===== src/rtl/lsu_commit_arb.sv =====
// lsu_commit_arb: merges LSU load and store commit beats into one commit port through a 2-entry output FIFO.
// Build option LSU_COMMIT_LDPRIO_EN: fixed load-over-store priority replaces round-robin.
module lsu_commit_arb #(
    parameter int CORE_ID     = 0,
    parameter int UUID_BITS   = 8,
    parameter int NW_BITS     = 2,
    parameter int NUM_THREADS = 4,
    parameter int NR_BITS     = 5
) (
    input  logic                      clk,
    input  logic                      reset,

    // Handshake on every port: a beat transfers in a cycle where valid and ready are both 1;
    // the source holds valid and payload stable until that cycle.
    input  logic                      ld_commit_valid,
    output logic                      ld_commit_ready,
    input  logic [UUID_BITS-1:0]      ld_commit_uuid,
    input  logic [NW_BITS-1:0]        ld_commit_wid,
    input  logic [NUM_THREADS-1:0]    ld_commit_tmask,
    input  logic [31:0]               ld_commit_pc,
    input  logic [NR_BITS-1:0]        ld_commit_rd,
    input  logic                      ld_commit_wb,
    input  logic                      ld_commit_eop,
    input  logic [NUM_THREADS*32-1:0] ld_commit_data,

    input  logic                      st_commit_valid,
    output logic                      st_commit_ready,
    input  logic [UUID_BITS-1:0]      st_commit_uuid,
    input  logic [NW_BITS-1:0]        st_commit_wid,
    input  logic [NUM_THREADS-1:0]    st_commit_tmask,
    input  logic [31:0]               st_commit_pc,
    input  logic [NR_BITS-1:0]        st_commit_rd,
    input  logic                      st_commit_wb,
    input  logic                      st_commit_eop,
    input  logic [NUM_THREADS*32-1:0] st_commit_data,

    output logic                      commit_valid,
    input  logic                      commit_ready,
    output logic [UUID_BITS-1:0]      commit_uuid,
    output logic [NW_BITS-1:0]        commit_wid,
    output logic [NUM_THREADS-1:0]    commit_tmask,
    output logic [31:0]               commit_pc,
    output logic [NR_BITS-1:0]        commit_rd,
    output logic                      commit_wb,
    output logic                      commit_eop,
    output logic [NUM_THREADS*32-1:0] commit_data,

    output logic [1:0]                dbg_count,
    output logic                      dbg_lock,
    output logic                      dbg_last
);

    localparam int PW = UUID_BITS + NW_BITS + NUM_THREADS + 32 + NR_BITS + 2 + NUM_THREADS*32;

    logic [PW-1:0] ld_pl, st_pl, push_pl, head_pl;
    logic [PW-1:0] mem [2];
    logic          wr_ptr, rd_ptr;
    logic [1:0]    count;
    logic          space, push, pop, ld_fire, st_fire;
    logic          grant_ld, grant_st;
    logic          lock, lock_n, last;

    assign ld_pl = {ld_commit_uuid, ld_commit_wid, ld_commit_tmask, ld_commit_pc,
                    ld_commit_rd, ld_commit_wb, ld_commit_eop, ld_commit_data};
    assign st_pl = {st_commit_uuid, st_commit_wid, st_commit_tmask, st_commit_pc,
                    st_commit_rd, st_commit_wb, st_commit_eop, st_commit_data};

    // Space comes from the registered count only, so a stalled output never reaches the LSU readys.
    assign space   = (count != 2'd2);
    assign ld_fire = ld_commit_valid & ld_commit_ready;
    assign st_fire = st_commit_valid & st_commit_ready;
    assign push    = ld_fire | st_fire;
    assign push_pl = ld_fire ? ld_pl : st_pl;
    assign pop     = commit_valid & commit_ready;

    always_ff @(posedge clk or negedge reset) begin
        if (!reset) begin
            lock <= 1'b0;
        end else begin
            lock <= lock_n;
        end
    end

    always_comb begin
        lock_n = lock;
        if (ld_fire) begin
            lock_n = ~ld_commit_eop;
        end
    end

`ifdef LSU_COMMIT_LDPRIO_EN
    assign last = 1'b0;
`else
    logic last_n;

    always_ff @(posedge clk or negedge reset) begin
        if (!reset) begin
            last <= 1'b0;
        end else begin
            last <= last_n;
        end
    end

    always_comb begin
        last_n = last;
        if (ld_fire) begin
            last_n = 1'b1;
        end else if (st_fire) begin
            last_n = 1'b0;
        end
    end
`endif

    always_comb begin
        grant_ld = 1'b0;
        grant_st = 1'b0;
        if (lock) begin
            grant_ld = 1'b1;
        end else if (ld_commit_valid && st_commit_valid) begin
`ifdef LSU_COMMIT_LDPRIO_EN
            grant_ld = 1'b1;
`else
            grant_ld = ~last;
            grant_st = last;
`endif
        end else begin
            grant_ld = ld_commit_valid;
            grant_st = st_commit_valid;
        end
    end

    assign ld_commit_ready = reset & space & grant_ld;
    assign st_commit_ready = reset & space & grant_st;

    always_ff @(posedge clk or negedge reset) begin
        if (!reset) begin
            wr_ptr <= 1'b0;
            rd_ptr <= 1'b0;
            count  <= 2'd0;
            mem[0] <= '0;
            mem[1] <= '0;
        end else begin
            if (push) begin
                mem[wr_ptr] <= push_pl;
                wr_ptr      <= ~wr_ptr;
            end
            if (pop) begin
                rd_ptr <= ~rd_ptr;
            end
            case ({push, pop})
                2'b10:   count <= count + 2'd1;
                2'b01:   count <= count - 2'd1;
                default: count <= count;
            endcase
        end
    end

    assign head_pl      = mem[rd_ptr];
    assign commit_valid = (count != 2'd0);
    assign {commit_uuid, commit_wid, commit_tmask, commit_pc,
            commit_rd, commit_wb, commit_eop, commit_data} = head_pl;

    assign dbg_count = count;
    assign dbg_lock  = lock;
    assign dbg_last  = last;

    // Simulation-only protocol checks.
    st_eop_chk: assert property (@(posedge clk) disable iff (!reset) st_commit_valid |-> st_commit_eop)
        else $error("lsu_commit_arb[%0d]: store commit beat without eop", CORE_ID);
    ovf_chk: assert property (@(posedge clk) disable iff (!reset) push |-> (count != 2'd2))
        else $error("lsu_commit_arb[%0d]: push into full output buffer", CORE_ID);

endmodule


===== config.mk =====
export PLATFORM = sky130hd
export DESIGN_NAME = lsu_commit_arb
export DESIGN_NICKNAME = d
export VERILOG_FILES = /design/src/rtl/lsu_commit_arb.sv
export SDC_FILE = /design/constraint.sdc
export NUM_CORES = 1
export LEC_CHECK = 0
export ABC_AREA = 1
export CAP_MARGIN = 20
export CELL_PAD_IN_SITES_DETAIL_PLACEMENT = 1
export CELL_PAD_IN_SITES_GLOBAL_PLACEMENT = 1
export CORE_UTILIZATION = 33
export DETAILED_ROUTE_END_ITERATION = 8
export PLACE_DENSITY_LB_ADDON = 0.1
export SLEW_MARGIN = 10
export SYNTH_ARGS = -nofsm -noshare
export SYNTH_HDL_FRONTEND = slang
export SYNTH_SLANG_ARGS = --single-unit

===== constraint.sdc =====
create_clock -name clk -period 2.2 [get_ports clk]
set_clock_uncertainty 0.2 [all_clocks]
set_input_delay 0.33 -clock clk [delete_from_list [all_inputs] [get_ports clk]]
set_output_delay 0.33 -clock clk [all_outputs]
set_load 0.01 [all_outputs]

; ---- After elaboration in Yosys (flattened, before gate mapping)
; Cells that the tools add are included.
[classes]
add_sub_neg = 2
magnitude_cmp = 3
n_reduce_logical = 5
bitwise_logic = 13
n_eq_ne = 3
n_mux = 14
[ops]
columns = operator, n
row1 = 181-bit 2-to-1 mux, 5
row2 = 362-bit bitwise mux, 1
row3 = 181-bit demux with 1-bit select, 1
row4 = 1-bit AND, 6
row5 = 1-bit 2-to-1 mux, 6
row6 = 2-bit nonzero test, 3
row7 = "2-bit >= comparator, second input constant", 2
row8 = 1-bit inverter, 4
row9 = 1-bit inverter with 2-bit output, 2
row10 = 2-bit case mux with 2 select lines, 1
row11 = "2-bit by 1-bit adder with 2-bit output, second input constant", 1
row12 = "2-bit by 1-bit == test with 1-bit output, second input constant", 1
row13 = "2-bit == test, second input constant", 1
row14 = 1-bit logical AND, 2
row15 = "2-bit by 1-bit less-than comparator with 1-bit output, second input constant", 1
row16 = "2-bit inequality test, second input constant", 1
row17 = "2-bit by 1-bit subtractor with 2-bit output, second input constant", 1
row18 = 1-bit OR, 1
[totals]
register_bits = 368
output_inout_bits = 188
word_cells = 47

; ---- Depth between registers and ports, before layout
; Gate-level depths: netlist of the first run.
[depth]
word_depth = 8
ltp_mapped = 10
mapped_depth_nobuf = 10

; ---- Worst setup path after synthesis of the first run
; OpenSTA, ideal clock, no wires.
[synth_timing]
kind = reg-to-reg
startpoint = register count[0] (netlist: dbg_count[0])
endpoint = register count[1] (netlist: dbg_count[1])
period_less_slack_ns = 1.950
stages_incl_launch_ff = 10
path_buffers = 0
t_required_ns = 1.869
slack_ns = 0.250
arrival_ns = 1.620
setup_time_ns = 0.131
path_cell_list = dfrtp_1 -> inv_2 -> a21boi_2 -> nand3_1 -> nand2_1 -> inv_1 -> ha_1 -> a21oi_1 -> o21ai_0 -> xor2_1
[synth_between]
elab_chain_len = 7
[synth_lines]
columns = item, line_no
row1 = "start, declared", 58  ; logic [1:0] count;
row2 = "start signal, assigned", 151  ; 2'b10: count <= count + 2'd1;
row3 = "start signal, assigned", 152  ; 2'b01: count <= count - 2'd1;
row4 = "start signal, assigned", 153  ; default: count <= count;
row5 = 2-bit inequality test, 69  ; assign space = (count != 2'd2);
row6 = 1-bit AND, "132, 133"
row7 = "1-bit AND, on equally long branches", "132, 133"
row8 = "1-bit AND, on equally long branches", "70, 71"
row9 = 1-bit OR, 72  ; assign push = ld_fire | st_fire;
row10 = 2-bit by 1-bit == test with 1-bit output or 2-bit == test (tied branches), 150  ; case ({push, pop})
row11 = 2-bit case mux with 2 select lines or 2-bit nonzero test (tied branches), -
; Several ways; a longest one is shown, not always the timed one.
; A chain may end at the register's enable or synchronous reset.

; ---- Final worst setup path of the first run
[layout_timing]
startpoint = register rd_ptr
endpoint = output port commit_data[41]
[layout_between]
elab_chain_len = 4
[layout_lines]
columns = item, line_no
row1 = "start, declared", 57  ; logic wr_ptr, rd_ptr;
row2 = "start signal, assigned", 148  ; rd_ptr <= ~rd_ptr;
row3 = 1-bit inverter with 2-bit output (implied by the code), 158  ; assign head_pl = mem[rd_ptr];
row4 = 181-bit 2-to-1 mux (implied by the code) (3 in a row), 158
row5 = "end, declared", 46  ; output logic [NUM_THREADS*32-1:0] commit_data,
; Every way passes these cells. The select of a mux whose other input is x is not followed.

==> results of run 1 <==
final cells by class:
type	instances	area, µm²
Fill cell	6934	27330
Multi-Input combinational cell	2198	9627
Sequential cell	368	9213
Timing Repair Buffer	696	7810
Clock buffer	66	1308
Tap cell	756	945.9
Clock inverter	10	85.08
Inverter	11	53.80
Timing Repair inverter	1	8.758
Antenna cell	3	7.507
metal layers:
metal / global-route usage / wire, µm / vias up
li1: - / - / 9680
met1: 0.3309 / 34030 / 10140
met2: 0.4789 / 40540 / 479
met3: 0.05959 / 4999 / 133
met4: 0.08343 / 2634 / 10
met5: 0 / 72 / -
registers in the layout, indices dropped and copies added (netlist names):
register and flops:
dbg_count 2, dbg_last 1, dbg_lock 1, mem 362, rd_ptr 1, wr_ptr 1
repair_timing:
action | 4_1_cts | 5_1_grt
endpoints found under the hold margin | 128 | 0
setup buffers | 8 | 17
gates resized for setup | 671 | 549
cloned | 6 | 16
hold buffers | 2 | 0
endpoints found under the setup margin | 186 | 196
pin swaps | 9 | 66
where the power goes:
group	switching [µW]	internal, µW	leakage (µW)
clock network	2980	4210	0.000685
logic	12800	10200	0.0103
registers	2020	9820	0.00464
total	17800	24200	0.0156
path summary, 6_finish.rpt:
path                                 start         endpoint  slack [ns]  cells past startpoint
max in group asynchronous            reset          mem[38]        0.57                      4
min reg2reg                        mem[24]          mem[24]        0.28                      2
max                                 rd_ptr  commit_data[41]       -0.23                      6
min in group asynchronous            reset           mem[0]        0.16                      3
max reg2reg                   dbg_count[1]         mem[170]        0.07                      9
min                        ld_commit_valid         dbg_last        0.14                      5
through the flow:
stage / power [µW] / instance area, µm² / setup slack, ns / hold WS (ns) / util
5_1_grt: 44740 / 29050 / -0.2851 / 0.1542 / 0.5152
3_3_place_gp: 31100 / 26120 / -0.1965 / 0.1371 / 0.4632
3_5_place_dp: 31810 / 26120 / -0.2228 / 0.1303 / 0.4632
2_1_floorplan: 20510 / 18860 / 0.2496 / -0.1656 / -
4_1_cts: 38770 / 27450 / -0.3527 / 0.1258 / 0.4868
6_report: 42040 / 29060 / -0.2270 / 0.1357 / 0.5153
worst max-delay path: cells and delay by family, from the launching register on:
kind / cells / cell delay (ns)
buffers and inverters: 4 / 0.61
and+or+nand+nor: 2 / 0.15
DFF: 1 / 0.56
layout by cell type, fill, tap and decap left out, drive strengths merged:
cell and count:
inv 13, nand2 2002, clkdlybuf4s15 4, clkbuf 92, nor2 1, buf 294, xor2 2, clkinv 7
a21oi 3, dlymetal6s2s 4, o21ai 3, dlygate4sd3 2, nand4 181, diode 3, nand3 3, dfrtp 368
dlygate4sd2 1, xnor2 1, bufinv 1, clkinvlp 1, clkdlybuf4s50 365, ha 1, a21boi 1
kinds of logic after synthesis:
kind of cell,synth area share
simple gates,0.4599
flops,0.4884
buf+inv,0.04751
compound gates,0.002189
xor+xnor,0.001394
fa+ha+maj,0.0006635
==> run_results.csv, run 1 <==
group,metric,value,unit
worst_setup_path,cp-start-kind,"flip-flop",
logic_synthesis,syn-cell-area,18860,µm²
timing,fin_crit_sh,1.103,
drt,wl,82270,µm
timing,clock.fmax,412.0,MHz
clocking,h-tree-depth,2,
place,hpwl,55140,µm
drt,detail_route.vias_per_cell,4.974,
clocking,clock_path_buffers,3,
logic_synthesis,synth_flop_cell,"dfrtp_1",
cells_and_area,final_cells,4109,
global_route,overflow,0,
timing,setup_slack,-0.2270,ns
timing,finalSetupTns,-29.79,ns
worst_setup_path,slowest_delay,0.56,ns
logic_synthesis,synth_cells,2776,
die,coreArea,56390,µm²
drt,ant_nets,0,
worst_setup_path,endpoint_kind,"output pin",
power_and_ir_drop,ir_worst_vdd,0.0006836,V
worst_hold_path,hold_path_class,"primary input to flip-flop",
global_route,grt_max_degree,139,
worst_setup_path,path_max_fanout,7,
logic_synthesis,synth_common_cells,"2002 x nand2_1, 368 x dfrtp_1, 181 x nand4_1, 140 x clkbuf_1, 26 x buf_2",
global_route,grt_pass1_wl,122800,µm
power_and_ir_drop,powerDensity,1447,nW/µm²
logic_synthesis,avgSynthCellArea,6.792,µm²
logic_synthesis,ys_ff_latch,368,
timing,slew_headroom,0.4108,
drt,via_count,20440,
job,maxCapViolations,0,
place,dp.cells,3986,
global_route,grt_pass1_vias,21890,
timing,rsz0062_at_grt,"true",
die,die_h,241.0,µm
timing,fin_crit,2.427,ns
clocking,clk_latency,0.58,ns
worst_setup_path,cp_data_required_time,1.67,ns
timing,hold_violations,0,
logic_synthesis,yosysTopAreaCell,"dfrtp_1",
worst_setup_path,worstPathCellList,"buf_12, buf_12, buf_16, nand2_1, nand2_1, clkbuf_2",
timing,tightest_slew,0.8838,ns
power_and_ir_drop,power_leakage,0.01562,µW
global_route,antenna_found_initial,7,
logic_synthesis,netlist.area_leader.share,0.4884,
worst_setup_path,crit_arrival,1.90,ns
outcome,status,"finished with violations",
timing,slew_viol_final,0,
drt,firstDrtPassIters,6,
logic_synthesis,synth_most_common_cell,"nand2_1",
logic_synthesis,synthTopCellsByArea,"dfrtp_1 49%, nand2_1 40%, nand4_1 6.0%, clkbuf_1 2.8%, buf_4 0.80%",
clocking,clock-sinks,368,
cells_and_area,area_delta_synth_final,54.11,%
place,io_buffers,554,
die,initial_core_util,0.3344,
drt,dr.first_iter.drc_count,1134,
timing,finalSetupViolations,181,
die,row_count,87,
worst_setup_path,slowest_stage,"dfrtp_4",
clocking,cts_made_buffers,45,
drt,route.detailed.drc,0,
global_route,grt_usage,0.2725,
logic_synthesis,ys_seq_area_frac,0.4884,
outcome,violations,"negative setup slack",
clocking,cts_tree,"done",
die,die_x,241.0,µm
logic_synthesis,async_reset_ff_frac,1.000,
worst_setup_path,crit_type,"flip-flop to output pin",
cells_and_area,drive_gt1_frac,0.1818,
drt,wl_per_cell,20.02,µm
die,io_pins,555,
logic_synthesis,ys_warn_count,0,
logic_synthesis,ys_types,18,
cells_and_area,nNetsFinal,3689,
die,dieArea,58100,µm²
logic_synthesis,synth_edf_count,0,
place,place_congestion,0.8079,
clocking,cts.root.buffer_cell,"clkbuf_16",
clocking,clkTransAtPathRegs,0.06,ns
logic_synthesis,synth_fp_nets,3144,
(Power assumes the default switching activity.)
==> inputs of run 2 (changes only) <==
Settings changed: CORE_ASPECT_RATIO from default to 0.5.
==> run_results.csv, run 2 (same netlist as run 1, synthesis figures left out) <==
group,metric,value,unit
global_route,antenna_found_initial,11,
timing,tightest_slew,0.8837,ns
drt,via_count,20280,
worst_setup_path,r2r_setup_slack,0.09,ns
clocking,clk_latency,0.55,ns
worst_setup_path,crit_type,"flip-flop to output pin",
clocking,h-tree-depth,2,
global_route,grt_pass1_wl,118400,µm
place,hpwl,50280,µm
cells_and_area,final_cells,4123,
clocking,cts_made_buffers,38,
power_and_ir_drop,power_leakage,0.01565,µW
die,row_count,61,
timing,slew_viol_final,0,
worst_setup_path,r2r_cells,10,
cells_and_area,fin_area,28920,µm²
cells_and_area,layout_commonest_cell,"nand2_1",
global_route,overflow,0,
drt,routed.top_layer,"met4",
die,die_x,340.0,µm
timing,slew_headroom,0.4109,
clocking,cts.root.buffer_cell,"clkbuf_16",
drt,met1_length,33980,µm
drt,wl,78650,µm
global_route,grt_usage,0.2594,
drt,route.detailed.drc,0,
drt,wl_per_cell,19.08,µm
power_and_ir_drop,clock_power_share,0.160,
cells_and_area,drive_gt1_frac,0.1797,
drt,wl_met2,40100,µm
die,io_pins,555,
cells_and_area,largest_reg_flops,362,
global_route,grt_pass1_vias,20720,
clocking,clock_path_buffers,3,
drt,wl_met3,2305,µm
outcome,status,"finished with violations",
timing,rsz0062_at_grt,"true",
worst_setup_path,cpMostUsedCell,"buf_12",
global_route,grt_max_degree,120,
worst_setup_path,reg2reg_from,"dbg_count[1]",
die,dieArea,58160,µm²
power_and_ir_drop,combPwrFrac,0.556,
power_and_ir_drop,ir_worst_vdd,0.0006351,V
worst_setup_path,endpoint,"commit_data[31]",
worst_setup_path,cp-startpoint,"rd_ptr",
cells_and_area,multi_input_area,9602,µm²
power_and_ir_drop,p_switching,17430,µW
cells_and_area,area_delta_synth_final,53.39,%
drt,firstDrtPassIters,5,
cells_and_area,seqCellArea,9214,µm²
outcome,violations,"negative setup slack",
worst_setup_path,cp-start-kind,"flip-flop",
worst_setup_path,endpoint_kind,"output pin",
place,place_area,25990,µm²
cells_and_area,layout_common_cells,"1811 x nand2_1, 367 x clkdlybuf4s50_1, 366 x dfrtp_1",
power_and_ir_drop,swShare,0.4215,
worst_hold_path,hold_path_class,"primary input to flip-flop",
drt,detail_route.vias_per_cell,4.918,
job,maxCapViolations,0,
worst_setup_path,path_max_fanout,8,
power_and_ir_drop,internal_power,23910,µW
drt,dr.first_iter.drc_count,929,
cells_and_area,nNetsFinal,3700,
power_and_ir_drop,seqPwrFrac,0.285,
cells_and_area,final.fill_count,6885,
clocking,clkTransAtPathRegs,0.06,ns
worst_setup_path,slowest_stage,"dfrtp_4",
die,initial_core_util,0.3366,
die,coreArea,56020,µm²
timing,clock.fmax,408.9,MHz
worst_setup_path,r2r-end,"mem[214]",
place,dp.cells,3991,
drt,ant_nets,0,
die,die_h,171.0,µm
timing,fin_crit,2.445,ns
worst_setup_path,crit_arrival,1.92,ns
worst_setup_path,critical_path_buf_inv_count,6,
timing,hold_violations,0,
timing,fin_crit_sh,1.112,
place,io_buffers,554,
worst_setup_path,crit_cells,8,
power_and_ir_drop,powerDensity,1429,nW/µm²
worst_setup_path,slowest_delay,0.52,ns
place,place_congestion,0.7964,
clocking,cts_tree,"done",
worst_setup_path,cp_top_family,"buffers and inverters",
worst_setup_path,cp_data_required_time,1.67,ns
cells_and_area,top_register,"mem",
timing,finalSetupViolations,180,
timing,setup_slack,-0.2453,ns
clocking,clock-sinks,368,
worst_setup_path,worstPathCellList,"inv_8, buf_12, buf_12, buf_12, buf_16, nand2_4, nand2_2, buf_6",
## run 2: cell count changes in the layout (fill, tap and decap cells not counted), moves of 4 or more
cell             change
buf_12              -14
buf_16              +16
buf_2               +25
buf_4               +27
buf_6               -13
clkbuf_1             -5
clkbuf_16           -16
clkbuf_2            -10
clkdlybuf4s15_1      -4
diode_2              +8
nand2_1             +25
nand2_2             -32
nand2_4              +7
## run 2: how the worst min path moves through the flow
stage	from	end	slack (ns)	depth (start not counted)
floorplan	reset	dbg_count[0]	-0.17	0
global placement	mem[80]	mem[80]	0.26	2
detailed placement	mem[41]	mem[41]	0.26	2
CTS	ld_commit_valid	dbg_last	0.09	4
global route	ld_commit_valid	dbg_last	0.11	4
finish	ld_commit_valid	dbg_last	0.11	4
## run 2: cell type report
type                       instances  share of cell area
antenna                           11           0.0009517
clock buffer                      54             0.03811
clock inverter                    10            0.003764
inverter                          11            0.001687
multi-input combinational       2198              0.3320
sequential                       368              0.3186
tap                              756             0.03270
timing repair buffer             715              0.2722
## run 2: layer usage
metal | GRT usage | up-vias
met4 | 0.07188 | 0
met1 | 0.3252 | 10070
met3 | 0.03144 | 104
met2 | 0.4706 | 372
met5 | 0 | -
li1 | - | 9729
## run 2: worst register-to-register path, delay by kind of cell, from the launching register on
family	cells	cell delay (ns)
simple gates	3	0.23
buf+inv	5	0.86
compound gates	2	0.36
flops	1	0.41
## run 2: power by group through the flow
| stage | Sequential [µW] | Clock [µW] | Combinational [µW] |
|---|---|---|---|
| floorplan | 11100 | 0 | 9440 |
| global placement | 11400 | 0 | 19300 |
| detailed placement | 11500 | 0 | 19700 |
| CTS | 11500 | 6740 | 20800 |
| global route | 12100 | 7000 | 24900 |
| finish | 11800 | 6600 | 23000 |
## run 2: repair_timing
item                                   in CTS  in global routing
cloned                                     17                  7
pin swaps                                  13                 76
setup buffers                              28                  4
hold buffers                                1                  0
endpoints found under the hold margin     307                  0
setup endpoints to repair                 184                211
resized for setup                         845                341
## run 2: metrics by stage
stage / total power [µW] / setup WS [ns] / hold WS (ns) / setup TNS [ns] / util
floorplan: 20510 / 0.2496 / -0.1656 / 0 / -
global placement: 30710 / -0.1536 / 0.2613 / -36.13 / 0.4640
detailed placement: 31180 / -0.1446 / 0.2650 / -25.15 / 0.4640
CTS: 38970 / -0.2761 / 0.08820 / -30.34 / 0.4937
global route: 44000 / -0.2926 / 0.1137 / -33.25 / 0.5162
finish: 41340 / -0.2453 / 0.1075 / -23.87 / 0.5163
==> inputs of run 3 (changes only) <==
Settings changed: CORE_MARGIN from default to 2, CTS_CLUSTER_DIAMETER from default to 50.
==> run_results.csv, run 3 (same netlist as run 1, synthesis figures left out) <==
group,metric,value,unit
outcome,status,"finished with violations",
outcome,violations,"negative setup slack",
worst_setup_path,cp-start-kind,"flip-flop",
die,die_h,173.0,µm
cells_and_area,final.fill_count,6452,
timing,setup_slack,-0.3758,ns
timing,finalSetupViolations,531,
worst_setup_path,cp_data_required_time,1.67,ns
clocking,cts_tree,"done",
power_and_ir_drop,power_leakage,0.01767,µW
drt,wl,93460,µm
drt,dr.first_iter.drc_count,1199,
clocking,h-tree-depth,2,
clocking,clock-sinks,368,
global_route,grt_pass1_vias,21750,
global_route,antenna_found_initial,5,
timing,hold_violations,0,
worst_setup_path,crit_arrival,2.05,ns
timing,tightest_slew,0.6980,ns
die,dieArea,59180,µm²
power_and_ir_drop,ir_worst_vdd,0.0005539,V
timing,slew_headroom,0.5347,
global_route,grt_max_degree,121,
drt,detail_route.vias_per_cell,5.074,
drt,ant_nets,0,
die,initial_core_util,0.3366,
timing,slew_viol_final,0,
timing,clock.fmax,388.2,MHz
drt,firstDrtPassIters,5,
power_and_ir_drop,power.total,49440,µW
cells_and_area,layout_common_cells,"1523 x nand2_1, 367 x clkdlybuf4s50_1, 366 x dfrtp_1",
die,row_count,61,
place,hpwl,51690,µm
die,die_x,342.0,µm
worst_setup_path,crit_type,"flip-flop to output pin",
global_route,overflow,0,
timing,fin_crit,2.576,ns
timing,finalSetupTns,-64.28,ns
clocking,clkTransAtPathRegs,0.07,ns
place,io_buffers,554,
clocking,clock_path_buffers,3,
die,coreArea,56020,µm²
cells_and_area,drive_gt1_frac,0.2917,
power_and_ir_drop,powerDensity,1504,nW/µm²
cells_and_area,largest_reg_flops,362,
cells_and_area,nNetsFinal,3809,
cells_and_area,area_delta_synth_final,74.39,%
clocking,cts.root.buffer_cell,"clkbuf_16",
worst_hold_path,hold_path_class,"primary input to flip-flop",
cells_and_area,top_register,"mem",
die,io_pins,555,
job,maxCapViolations,0,
drt,wl_per_cell,22.09,µm
cells_and_area,layout_commonest_cell,"nand2_1",
place,place_congestion,0.7838,
drt,via_count,21470,
worst_setup_path,path_max_fanout,5,
timing,rsz0062_at_grt,"true",
worst_setup_path,endpoint_kind,"output pin",
global_route,grt_usage,0.2723,
timing,fin_crit_sh,1.171,
clocking,cts_made_buffers,39,
drt,route.detailed.drc,0,
clocking,clk_latency,0.57,ns
place,pre_cts_slack,-0.1751,ns
global_route,grt_pass1_wl,126700,µm
-- run 3: final cells by class --
class	instances	area (µm²)	area share
Antenna cell	6	15.01	0.0004566
Clock buffer	50	1140	0.03467
Clock inverter	19	210.2	0.006393
Inverter	11	53.80	0.001636
Multi-Input combinational cell	2198	11000	0.3344
Sequential cell	368	9214	0.2802
Tap cell	756	945.9	0.02877
Timing Repair Buffer	822	10280	0.3126
Timing Repair inverter	1	30.03	0.0009132
-- run 3: worst paths after layout --
path	from	to	slack, ns	cells past startpoint
max in group asynchronous	reset	mem[115]	0.48	4
worst min register to register	mem[315]	mem[315]	0.28	2
worst max-delay path	rd_ptr	commit_pc[10]	-0.38	9
worst min-delay path	ld_commit_valid	dbg_last	0.13	5
min in group asynchronous	reset	mem[331]	0.28	3
worst max register to register	dbg_count[1]	mem[44]	-0.15	11
-- run 3: report_power, final --
group	internal, µW	leakage, µW	switching (µW)	total (µW)
registers	9820	0.00464	2530	12300
clock network	4140	0.000669	3080	7220
logic	14300	0.0124	15500	29900
-- run 3: stage by stage --
stage	util	area (µm²)	hold slack [ns]	std cells
floorplan	-	18860	-0.1656	2776
global placement	0.4664	26130	0.2150	4004
detailed placement	0.4664	26130	0.2154	4004
CTS	0.5276	29560	0.1045	4162
global route	0.5869	32880	0.1357	4230
finish	0.5869	32880	0.1298	4231
-- run 3: timing repair --
action,CTS,global route
gates resized for setup,1182,659
pin swaps,67,154
endpoints found under the hold margin,18,0
hold buffers,1,0
gates cloned,29,35
endpoints found under the setup margin,192,314
buffers inserted,62,40
-- run 3: per-layer routing --
metal | track usage | up-vias | share of wire
met2 | 0.4824 | 482 | 0.50
met1 | 0.3363 | 10840 | 0.42
met4 | 0.09722 | 0 | 0.039
met3 | 0.04046 | 176 | 0.041
li1 | - | 9976 | -
met5 | 0 | - | 0
-- run 3: critical path, cell delays in order, from the launching register on --
cell and delay (ns):
dfrtp_4 0.54, inv_12 0.06, buf_12 0.13, buf_12 0.13, buf_12 0.13, buf_16 0.14, buf_12 0.13, nand2_4 0.05
nand2_2 0.05, buf_6 0.11
